$ cat config.mk
export PLATFORM = sky130hd
export DESIGN_NAME = id_operand_stage
export DESIGN_NICKNAME = d
export VERILOG_FILES = /design/src/rtl/id_operand_stage.sv
export SDC_FILE = /design/constraint.sdc
export NUM_CORES = 1
export LEC_CHECK = 0
export BUFFER_PORTS_ARGS = -buffer_cell sky130_fd_sc_hd__buf_2
export CAP_MARGIN = 20
export CORE_AREA = 2 2 195 197
export DETAILED_ROUTE_END_ITERATION = 8
export DIE_AREA = 0 0 197 199
export PLACE_DENSITY_LB_ADDON = 0.08
export SYNTH_ARGS = -nofsm -noshare
export SYNTH_HDL_FRONTEND = slang
export SYNTH_SLANG_ARGS = --single-unit
$ cat constraint.sdc
create_clock -name clk -period 2.2 [get_ports clk]
set_input_delay 0.11 -clock clk [delete_from_list [all_inputs] [get_ports clk]]
set_output_delay 0.11 -clock clk [all_outputs]
set_load 0.02 [all_outputs]
$ cat src/rtl/id_operand_stage.sv
// -----------------------------------------------------------------------------
// id_operand_stage
//   Decode-issue pipeline stage. Latches one decoded instruction from IPD,
//   reads its two source operands from the register file and resolves each one
//   through an FWD_N-deep bypass network in which the youngest producer wins.
//   The stage stalls on load-use, drops its instruction on a branch flush from
//   EXE, and hands the payload and resolved operands to EXE under a
//   valid/allow_in handshake.
//
// Optional feature macro: ID_STALL_CNT_EN
//   When defined, the stage adds a saturating 32-bit count of hazard stall
//   cycles on port stall_cnt. When undefined, that port and its logic are absent.
//
// Ports
//   clk, reset           rising-edge clock, synchronous active-high reset
//   in_valid/in_payload  incoming decoded instruction from IPD
//   in_raddr1/2          source register indices of the incoming instruction
//   id_allow_in          stage can accept an instruction this cycle
//   rf_raddr1/2          RF read addresses, taken from the latched instruction
//   rf_rdata1/2          combinational RF read data
//   fwd_we/addr/data     bypass producers; slice i is producer i, 0 = youngest
//   fwd_data_ok          producer i result available (0 = load still in flight)
//   flush                branch cancel from EXE
//   exe_allow_in         EXE can accept
//   out_valid            ID->EXE valid
//   out_payload          latched payload
//   out_src1/2           resolved operands
//   stall_cnt            stall cycle counter (ID_STALL_CNT_EN only)
// -----------------------------------------------------------------------------
module id_operand_stage #(
   parameter int unsigned DATA_W    = 32,
   parameter int unsigned RADDR_W   = 5,
   parameter int unsigned PAYLOAD_W = 112,
   parameter int unsigned FWD_N     = 3
) (
   input  logic                       clk,
   input  logic                       reset,
   input  logic                       in_valid,
   output logic                       id_allow_in,
   input  logic [PAYLOAD_W-1:0]       in_payload,
   input  logic [RADDR_W-1:0]         in_raddr1,
   input  logic [RADDR_W-1:0]         in_raddr2,
   output logic [RADDR_W-1:0]         rf_raddr1,
   output logic [RADDR_W-1:0]         rf_raddr2,
   input  logic [DATA_W-1:0]          rf_rdata1,
   input  logic [DATA_W-1:0]          rf_rdata2,
   input  logic [FWD_N-1:0]           fwd_we,
   input  logic [FWD_N*RADDR_W-1:0]   fwd_addr,
   input  logic [FWD_N*DATA_W-1:0]    fwd_data,
   input  logic [FWD_N-1:0]           fwd_data_ok,
   input  logic                       flush,
   input  logic                       exe_allow_in,
   output logic                       out_valid,
   output logic [PAYLOAD_W-1:0]       out_payload,
   output logic [DATA_W-1:0]          out_src1,
`ifdef ID_STALL_CNT_EN
   output logic [31:0]                stall_cnt,
`endif
   output logic [DATA_W-1:0]          out_src2
);

   logic                 id_valid_q, id_valid_d;
   logic [PAYLOAD_W-1:0] payload_q,  payload_d;
   logic [RADDR_W-1:0]   raddr1_q,   raddr1_d;
   logic [RADDR_W-1:0]   raddr2_q,   raddr2_d;

   logic [DATA_W-1:0]    src1_val, src2_val;
   logic                 src1_wait, src2_wait;
   logic                 hazard;
   logic                 id_ready_go;

   // Returns {wait, data}. The first (youngest) matching producer is selected
   // and its ok bit alone decides the wait; older matches are never consulted.
   // Register 0 reads as zero and never waits.
   function automatic logic [DATA_W:0] resolve(
      input logic [RADDR_W-1:0]       raddr,
      input logic [DATA_W-1:0]        rf_data,
      input logic [FWD_N-1:0]         we,
      input logic [FWD_N*RADDR_W-1:0] addr,
      input logic [FWD_N*DATA_W-1:0]  data,
      input logic [FWD_N-1:0]         ok
   );
      logic [DATA_W-1:0] val;
      logic              hit;
      logic              wt;
      val = rf_data;
      hit = 1'b0;
      wt  = 1'b0;
      for (int unsigned i = 0; i < FWD_N; i++) begin
         if (!hit && we[i] && (addr[i*RADDR_W +: RADDR_W] == raddr)) begin
            hit = 1'b1;
            wt  = ~ok[i];
            val = data[i*DATA_W +: DATA_W];
         end
      end
      if (raddr == '0) begin
         val = '0;
         wt  = 1'b0;
      end
      return {wt, val};
   endfunction

   always_comb begin
      {src1_wait, src1_val} = resolve(raddr1_q, rf_rdata1, fwd_we, fwd_addr,
                                      fwd_data, fwd_data_ok);
      {src2_wait, src2_val} = resolve(raddr2_q, rf_rdata2, fwd_we, fwd_addr,
                                      fwd_data, fwd_data_ok);
   end

   assign hazard      = id_valid_q & (src1_wait | src2_wait);
   assign id_ready_go = ~hazard;
   assign id_allow_in = ~id_valid_q | (id_ready_go & exe_allow_in);
   assign out_valid   = id_valid_q & id_ready_go;
   assign out_payload = payload_q;
   assign out_src1    = src1_val;
   assign out_src2    = src2_val;
   assign rf_raddr1   = raddr1_q;
   assign rf_raddr2   = raddr2_q;

   // Flush takes priority: the held instruction is cancelled and any
   // instruction offered in the same cycle is dropped without being latched.
   always_comb begin
      id_valid_d = id_valid_q;
      payload_d  = payload_q;
      raddr1_d   = raddr1_q;
      raddr2_d   = raddr2_q;
      if (flush) begin
         id_valid_d = 1'b0;
      end else if (id_allow_in) begin
         id_valid_d = in_valid;
         if (in_valid) begin
            payload_d = in_payload;
            raddr1_d  = in_raddr1;
            raddr2_d  = in_raddr2;
         end
      end
   end

   always_ff @(posedge clk) begin
      if (reset) begin
         id_valid_q <= 1'b0;
         payload_q  <= '0;
         raddr1_q   <= '0;
         raddr2_q   <= '0;
      end else begin
         id_valid_q <= id_valid_d;
         payload_q  <= payload_d;
         raddr1_q   <= raddr1_d;
         raddr2_q   <= raddr2_d;
      end
   end

`ifdef ID_STALL_CNT_EN
   logic [31:0] stall_cnt_q, stall_cnt_d;

   always_comb begin
      stall_cnt_d = stall_cnt_q;
      if (hazard && !flush && (stall_cnt_q != '1)) begin
         stall_cnt_d = stall_cnt_q + 32'd1;
      end
   end

   always_ff @(posedge clk) begin
      if (reset) begin
         stall_cnt_q <= '0;
      end else begin
         stall_cnt_q <= stall_cnt_d;
      end
   end

   assign stall_cnt = stall_cnt_q;
`endif

endmodule
Yosys cells after proc, flatten, opt, wreduce, memory -nomap -nowiden
Index checks and enable logic that the tools add are counted.

word-level totals
  register bits = 123
  input port bits = 308
  output and inout bits = 188
  logic and storage cells = 59

operators by class
  eq/ne operators = 6
  multiplexer cells = 20
  bitwise operators = 11
  reduce and logical (&&, ||, !) cells = 18

operators by type and width
  cell               number
  $mux 32            8
  $eq 5x5->1         6
  $mux 1             12
  $logic_and 1x1->1  10
  $logic_not 5->1    2
  $not 1->1          6
  $logic_not 1->1    4
  $and 1x1->1        3
  $reduce_and 3->1   1
  $or 1x1->1         2
  $reduce_or 2->1    1

Logic depth before layout (Yosys ltp)
Gate-level depths: netlist of the first run.

  depth in word-level cells = 18
  mapped depth = 11
  depth with buffers taken out = 7

Worst setup path before layout of the first run
No wires, ideal clock.

  kind = register to output
  start point = register raddr1_q[3], in the netlist rf_raddr1[3]
  end point = output port out_src1[10]
  arrival = 2457 ps
  data required time = 2090 ps
  setup slack = -367 ps
  stages on the path, launching flop included = 10
  buffers on the path = 3
  path through = dfxtp_1 -> xor2_1 -> nor3_1 -> and3_1 -> clkbuf_1 -> or3_1 -> clkbuf_1 -> clkbuf_1 -> o211ai_1 -> a21oi_1

on the way
  longest elaborated chain between the ends = 12
  elaborated cells on any way between the ends = 17
  classes of those cells = 3 x eq/ne; 6 x mux; 8 x reduce/logical

ends and longest elaborated chain
  what                             RTL line  source
  start, declared                  64        logic [RADDR_W-1:0] raddr1_q, raddr1_d;
  start signal, assigned           148       raddr1_q <= raddr1_d;
  $eq 5x5->1                       90        if (!hit && we[i] && (addr[i*RADDR_W +: RADDR_W] == raddr)) begin
  $logic_and 1x1->1                90
  $mux 1                           90
  $logic_not 1->1                  90
  $logic_and 1x1->1 (2 in series)  90
  $mux 1                           90
  $logic_not 1->1                  90
  $logic_and 1x1->1 (2 in series)  90
  $mux 32                          90
  $mux 32 *                        96        if (raddr == '0) begin
  end, declared                    55        output logic [DATA_W-1:0] out_src1,

Every way passes the cells marked *; elsewhere a longest branch is shown, timed or not.

Worst setup path in the final report of the first run
  start point = register raddr1_q[2], in the netlist rf_raddr1[2]
  end point = output port out_src1[12]

The elaborated chain is that of the path after synthesis.

==> summary.txt, run 1 <==
Layout cells sized above 1 -> 0.4611
Worst path max stage delay -> 0.47 ns
Post-synth EDFFs -> 0
1st-iter DRT viols -> 304
Leading register cell type out of synthesis -> dfxtp_1
Pin count of the biggest net entering global routing -> 99
Initial Util -> 0.2176
Final Setup Violations -> 188
Max-Cap Viols -> 0
Num CTS Buffers -> 17
Setup crit start -> rf_raddr1[2]
Failing checks -> setup timing
Worst Hold Class -> in -> reg
Gr usage total -> 0.1853
DR WL/cell -> 18.28 um
Gpl congestion -> 0.8181
Slew Viols, Final -> 0
Sequential fraction of the synthesis area -> 0.3047
Core ar. -> 37,130 um^2
CP endpoint -> out_src1[12]
Die width -> 197 um
Synth async-reset ratio -> 0
Worst-margin pin slew -> 0.6550 ns
Synth Area per Inst -> 8.347 um^2
CP Capture Type -> primary output
Clock Tree Root -> clkbuf_16
Maximum net fanout on the critical path -> 6
Clock Power Share -> 0.382
Fin Hold WS -> 0.01304 ns
FF-to-FF setup slack -> -0.46 ns
Relative slew slack -> 0.5634
Number of I/O pins -> 496
Grt ovf -> 0
DIE AREA -> 39,200 um^2
Status -> complete, but fails checks
IO buf count -> 495
Commonest non-fill, non-tap cell in the layout -> buf_2
Crit share post-route -> 1.217
Netlist cell types -> 32
Final nets -> 1,954
Maximum vdd drop -> 0.0003608 V
Initial antenna violation count -> 3
CP required -> 2.09 ns
Final HPWL DP -> 27,620 um
Cell Area, Synth -> 8080 um^2
Leak Pwr -> 6.773 nW
PwrDens -> 524.5 nW/um^2
Final Power -> 0.007996 W
Worst Skew -> 0.01554 ns
Seq cells post-synth -> 123
RSZ-0062 raised after global routing -> yes
DRC Markers -> 0
Post-synthesis net count -> 1,276
H-tree level count -> 4
Clock latency on the worst-skew pair -> 0.43 ns
Cells along the critical path -> buf_4, xor2_2, nor3_2, o211ai_1, buf_4, or3b_4, clkbuf_16, o211ai_1, a21oi_2, buf_6
Hold path cells -> 3
Setup TNS Final -> -64.41 ns
P_sw -> 0.002452 W
Die extent in y -> 199 um
FF-to-FF End -> rf_raddr1[3]
Critical path arrival -> 2.57 ns
Core Rows -> 71
Via Count -> 9,385
Min Tclk post-route -> 2.677 ns
Global-route wire length before repair -> 55,660 um
Commonest cells after routing, fill and taps aside -> 431 x buf_2, 245 x nand2b_1, 186 x mux2i_1, 122 x dlygate4sd3_1, 121 x nand2_1
WL final -> 39,020 um
Synth warnings -> 0
Number of fillers in the final layout -> 3,817
First drt pass iteration count -> 4
Clk sinks -> 123
Vias per cell -> 4.396
Min setup slack post-route -> -0.4769 ns
Post-Synthesis Cells -> 968
Clock Pin Slew Worst Setup and Hold Paths -> 0.06 ns
Sequential power share -> 0.302
Vias in the first global route -> 9,564
Combinational fraction of design power -> 0.316
Crit start category -> register
Antenna viol nets, final -> 0
Fin. Hold Viols -> 0
R2r startpoint -> rf_raddr2[0]
TritonCTS clock tree -> yes
Max frequency -> 0.3736 GHz
Worst R2R Path Depth -> 14
Int Pwr -> 0.005544 W
Layout Area Growth over Synthesis -> 88.66%
Bufs on Longest Clock Path -> 2
Switching share of power -> 0.3066
Slowest cell on crit path -> or3b_4
WS Path Type -> reg -> out
-- repair_timing --
action,CTS,global route
hold buffers,122,0
endpoints found under the setup margin,188,189
gates cloned,15,10
buffers inserted,32,21
endpoints found under the hold margin,122,0
pin swaps,70,50
gates resized for setup,151,108
-- layout make-up --
type                            instances  area (um^2)  area share
Antenna cell                            2        5.005   0.0003283
Clock buffer                           21        481.7     0.03160
Clock inverter                         11        155.1     0.01018
Inverter                                2        7.507   0.0004924
Multi-Input combinational cell        760         5700      0.3739
Sequential cell                       123         2500      0.1640
Tap cell                              474        593.1     0.03890
Timing Repair Buffer                  742         5802      0.3806
-- registers in the layout (all words and copies together), names as in the netlist --
register,cells
id_valid_q,1
rf_raddr1,5
rf_raddr2,5
out_payload,112
-- cell usage after synthesis (2+ instances only) --
cell type | n | share of area
or4_1 | 2 | 0.0019
nand2_1 | 130 | 0.060
nor3_1 | 7 | 0.0043
mux2i_1 | 186 | 0.23
o211ai_1 | 65 | 0.060
nand3_1 | 3 | 0.0019
clkbuf_1 | 61 | 0.028
nand4b_1 | 3 | 0.0033
nor3b_1 | 2 | 0.0019
xnor2_1 | 7 | 0.0076
and3_1 | 2 | 0.0015
buf_1 | 5 | 0.0023
buf_2 | 8 | 0.0050
xor2_1 | 23 | 0.025
nor2_1 | 9 | 0.0042
dfxtp_1 | 123 | 0.30
buf_6 | 8 | 0.011
inv_1 | 2 | 0.00093
nand2b_1 | 245 | 0.19
a21oi_1 | 65 | 0.040
-- per-layer routing --
layer	wire (um)	vias up	global-route usage
met5	0	-	0
met1	15560	4334	0.2096
met2	19740	348	0.3362
li1	-	4660	-
met3	2816	43	0.04883
met4	905	0	0.06349
-- worst min-delay path by stage --
stage | startpoint | endpoint
2_1_floorplan | flush | id_valid_q
3_3_place_gp | flush | id_valid_q
3_5_place_dp | flush | id_valid_q
4_1_cts | in_payload[78] | out_payload[78]
5_1_grt | in_payload[78] | out_payload[78]
6_report | in_payload[78] | out_payload[78]
-- power groups by stage --
stage	clock network (W)	registers (W)	logic, W
floorplan	0	0.00260	0.000982
global placement	0	0.00247	0.00198
detailed placement	0	0.00246	0.00198
CTS	0.00315	0.00241	0.00249
global route	0.00322	0.00243	0.00271
finish	0.00305	0.00241	0.00253
-- metrics by stage --
stage / worst slack [ns] / cell area, um^2 / cells / util
2_1_floorplan: -0.1560 / 8439 / 968 / -
3_3_place_gp: -0.3008 / 11770 / 1920 / 0.3170
3_5_place_dp: -0.3146 / 11770 / 1920 / 0.3170
4_1_cts: -0.5150 / 14850 / 2120 / 0.3998
5_1_grt: -0.6243 / 15240 / 2135 / 0.4105
6_report: -0.4769 / 15240 / 2135 / 0.4105
-- critical path: cells and delay by family, from the launching register on --
| kind | cells | cell delay (ns) |
|---|---|---|
| AOI/OAI and AO/OA | 3 | 0.35 |
| xor gates and xnor gates | 1 | 0.17 |
| buffers and inverters | 4 | 0.67 |
| DFF | 1 | 0.36 |
| and+or+nand+nor | 2 | 0.59 |
-- cells by family after synthesis --
logic type	Yosys count	share of synthesized area
xor+xnor	30	0.03252
mux	186	0.2304
simple gates	408	0.2733
buf+inv	85	0.04862
flops	123	0.3047
compound gates	136	0.1104
No activity file was read; power rests on OpenSTA's default activity.
==> inputs of run 2 (changes only) <==
CORE_AREA = 2 2 191 193   (was 2 2 195 197)
DIE_AREA = 0 0 193 195   (was 0 0 197 199)
RECOVER_POWER = 100   (was unset)
clock period = 2.5 ns   (was 2.2 ns; I/O delays follow)
==> run 2 against run 1 <==
  * The run still ends with setup timing left
  * Setup slack better by 0.31 ns
  * Combinational power down 14%
  * Critical path depth is the same
  * Utilization rose by 0.58 points
  * Cell area fell by 3.3%
  * Largest power group unchanged
==> summary.txt, run 2 (synthesis gave the netlist of run 1 again) <==
Crit share post-route -> 1.068
Leak Pwr -> 6.182 nW (-8.7%)
H-tree level count -> 4 (unchanged)
Number of fillers in the final layout -> 3,691 (-3.3%)
Die width -> 193 um (-2.0%)
Relative slew slack -> 0.5864 (+0.02307)
RSZ-0062 raised after global routing -> yes
Reg area -> 2485 um^2 (-0.60%)
Slowest cell on crit path -> or3b_4
Slew Viols, Final -> 0 (unchanged)
Hold Startpoint -> in_payload[59]
DIE AREA -> 37,640 um^2 (-4.0%)
Post-layout util -> 0.4164 (+0.005826)
Switching share of power -> 0.3254 (+0.01880)
Max reg flops -> 112 (unchanged)
WS Path Type -> reg -> out
TritonCTS clock tree -> yes
P_sw -> 0.002199 W (-10%)
WL final -> 38,780 um (-0.61%)
Core ar. -> 35,400 um^2 (-4.7%)
Clock Tree Root -> clkbuf_16
Maximum net fanout on the critical path -> 16 (+10)
Max frequency -> 0.3747 GHz
CP Capture Type -> primary output
Family with the most delay on the worst path -> buffers and inverters
Number of I/O pins -> 496 (unchanged)
Final Setup Violations -> 171 (-9.0%)
Int Pwr -> 0.004558 W (-18%)
PwrDens -> 458.5 nW/um^2 (-13%)
Fin Hold WS -> 0.008650 ns (-0.004395 ns)
Pin count of the biggest net entering global routing -> 64 (-35%)
Critical path arrival -> 2.54 ns (-0.03 ns)
Vias per cell -> 4.448 (+1.2%)
Global-route wire length before repair -> 56,370 um (+1.3%)
Initial Util -> 0.2283 (+0.01068)
Clk sinks -> 123 (unchanged)
Bufs on Longest Clock Path -> 2 (unchanged)
Die extent in y -> 195 um (-2.0%)
Worst Hold Class -> in -> reg
Clock latency on the worst-skew pair -> 0.43 ns (about the same)
Maximum vdd drop -> 0.0004335 V (+20%)
Antenna viol nets, final -> 0 (unchanged)
Hold path cells -> 3 (unchanged)
Via Count -> 9,350 (-0.37%)
Grt ovf -> 0 (unchanged)
CP most frequent cell -> buf_4
IO buf count -> 495 (unchanged)
Final cell count without fillers -> 2,102 (-1.5%)
Bufs and invs on worst path -> 4 (unchanged)
Area occupied by multi-input gates -> 5698 um^2 (about the same)
Min Tclk post-route -> 2.669 ns
Worst Skew -> 0.01286 ns (-0.002676 ns)
Worst-margin pin slew -> 0.6204 ns (-0.03460 ns)
Gr usage total -> 0.1973 (+0.01199)
Sequential power share -> 0.315 (+0.013)
Failing checks -> setup timing
Status -> complete, but fails checks
Clock Pin Slew Worst Setup and Hold Paths -> 0.06 ns (about the same)
Hold Path End -> out_payload[59]
DR WL/cell -> 18.45 um (+0.95%)
CP required -> 2.38 ns (+0.29 ns)
Pre-CTS WS -> -0.06466 ns (+0.2499 ns)
Final HPWL DP -> 28,360 um (+2.7%)
Core Rows -> 69 (-2.8%)
FF-to-FF setup slack -> -0.15 ns (+0.31 ns)
Num CTS Buffers -> 17 (unchanged)
Initial antenna violation count -> 5 (+2)
Min setup slack post-route -> -0.1690 ns (+0.3079 ns)
Commonest non-fill, non-tap cell in the layout -> buf_2
Final nets -> 1,931 (-1.2%)
R2r startpoint -> rf_raddr2[3]
Vias in the first global route -> 9,561 (-0.031%)
Max-Cap Viols -> 0 (unchanged)
FF-to-FF End -> out_payload[110]
Cells along the critical path -> buf_4, xor2_1, nor3_2, o211ai_1, buf_4, or3b_4, buf_12, o211ai_1, a21oi_2, buf_4
First drt pass iteration count -> 4 (unchanged)
Clock Power Share -> 0.362 (-0.020)
Crit start category -> register
Worst R2R Path Depth -> 14 (unchanged)
Layout Area Growth over Synthesis -> 82.39%
1st-iter DRT viols -> 248 (-18%)
Fin. Hold Viols -> 0 (unchanged)
Worst path max stage delay -> 0.42 ns (-0.05 ns)
Final Power -> 0.006757 W (-15%)
Gpl congestion -> 0.8300 (+1.5%)
Layout cells sized above 1 -> 0.3857 (-0.07542)
Commonest cells after routing, fill and taps aside -> 318 x buf_2, 245 x nand2b_1, 186 x mux2i_1, 117 x dlygate4sd3_1, 116 x clkbuf_1
Combinational fraction of design power -> 0.322 (+0.006)
DRC Markers -> 0 (unchanged)
DP Cell Count -> 1,902 (-0.94%)
## run 2: changes by cell type in the layout (fill, tap and decap cells not counted), sizes merged, moves of 3 or more
cell / delta
buf: -129
clkbuf: +106
diode: +3
dlygate4sd3: -5
inv: +3
## run 2: how the worst max path moves through the flow
stage | startpoint | to | slack, ns | cells after the start
2_1_floorplan | rf_raddr2[3] | rf_raddr1[0] | 0.007 | 10
3_3_place_gp | rf_raddr2[0] | out_payload[9] | -0.02 | 10
3_5_place_dp | rf_raddr2[0] | out_payload[98] | -0.06 | 10
4_1_cts | rf_raddr1[2] | out_src1[15] | -0.20 | 10
5_1_grt | rf_raddr2[3] | out_payload[67] | -0.30 | 14
6_report | rf_raddr1[2] | out_src1[15] | -0.17 | 10
## run 2: per-layer routing
metal | up-vias | wire [um] | share of wire | global-route usage
met5 | - | 10 | 0.00026 | 0
li1 | 4625 | - | - | -
met4 | 2 | 707 | 0.018 | 0.04686
met2 | 309 | 20490 | 0.53 | 0.3754
met3 | 37 | 2800 | 0.072 | 0.05320
met1 | 4377 | 14770 | 0.38 | 0.2134
## run 2: final cells by class
class,instances,area share
antenna,5,0.0008490
multi-input combinational,760,0.3866
clock buffer,18,0.02980
timing repair buffer,719,0.3651
tap,461,0.03914
clock inverter,14,0.009339
inverter,2,0.0005094
sequential,123,0.1686
## run 2: timing repair
| item | CTS | global route |
|---|---|---|
| gates cloned | 17 | 0 |
| endpoints found under the setup margin | 166 | 188 |
| buffers inserted | 30 | 2 |
| gates resized for setup | 182 | 47 |
| hold buffers | 117 | 0 |
| pin swaps | 60 | 30 |
| endpoints found under the hold margin | 117 | 0 |
## run 2: metrics by stage
stage               setup TNS [ns]  instance area, um^2
floorplan                        0                 8209
global route                -38.63                14740
detailed placement          -1.974                11570
global placement           -0.2403                11570
finish                      -12.89                14740
CTS                         -17.97                14680
## run 2: power by group through the flow
stage	clock (W)	sequential, W	combinational, W
floorplan	0	0.00229	0.000811
global placement	0	0.00217	0.00170
detailed placement	0	0.00217	0.00170
CTS	0.00252	0.00213	0.00217
global route	0.00262	0.00214	0.00233
finish	0.00245	0.00213	0.00218
## run 2: worst reg2reg max path: stages, from the launching register on
cell	delay, ns
dfxtp_2	0.34
xor2_1	0.17
nor3_2	0.24
nand4_1	0.17
buf_4	0.17
o211a_1	0.12
o41ai_2	0.31
buf_4	0.17
a2111oi_4	0.04
buf_6	0.15
buf_12	0.13
buf_12	0.12
buf_16	0.14
buf_16	0.15
mux2i_1	0.11
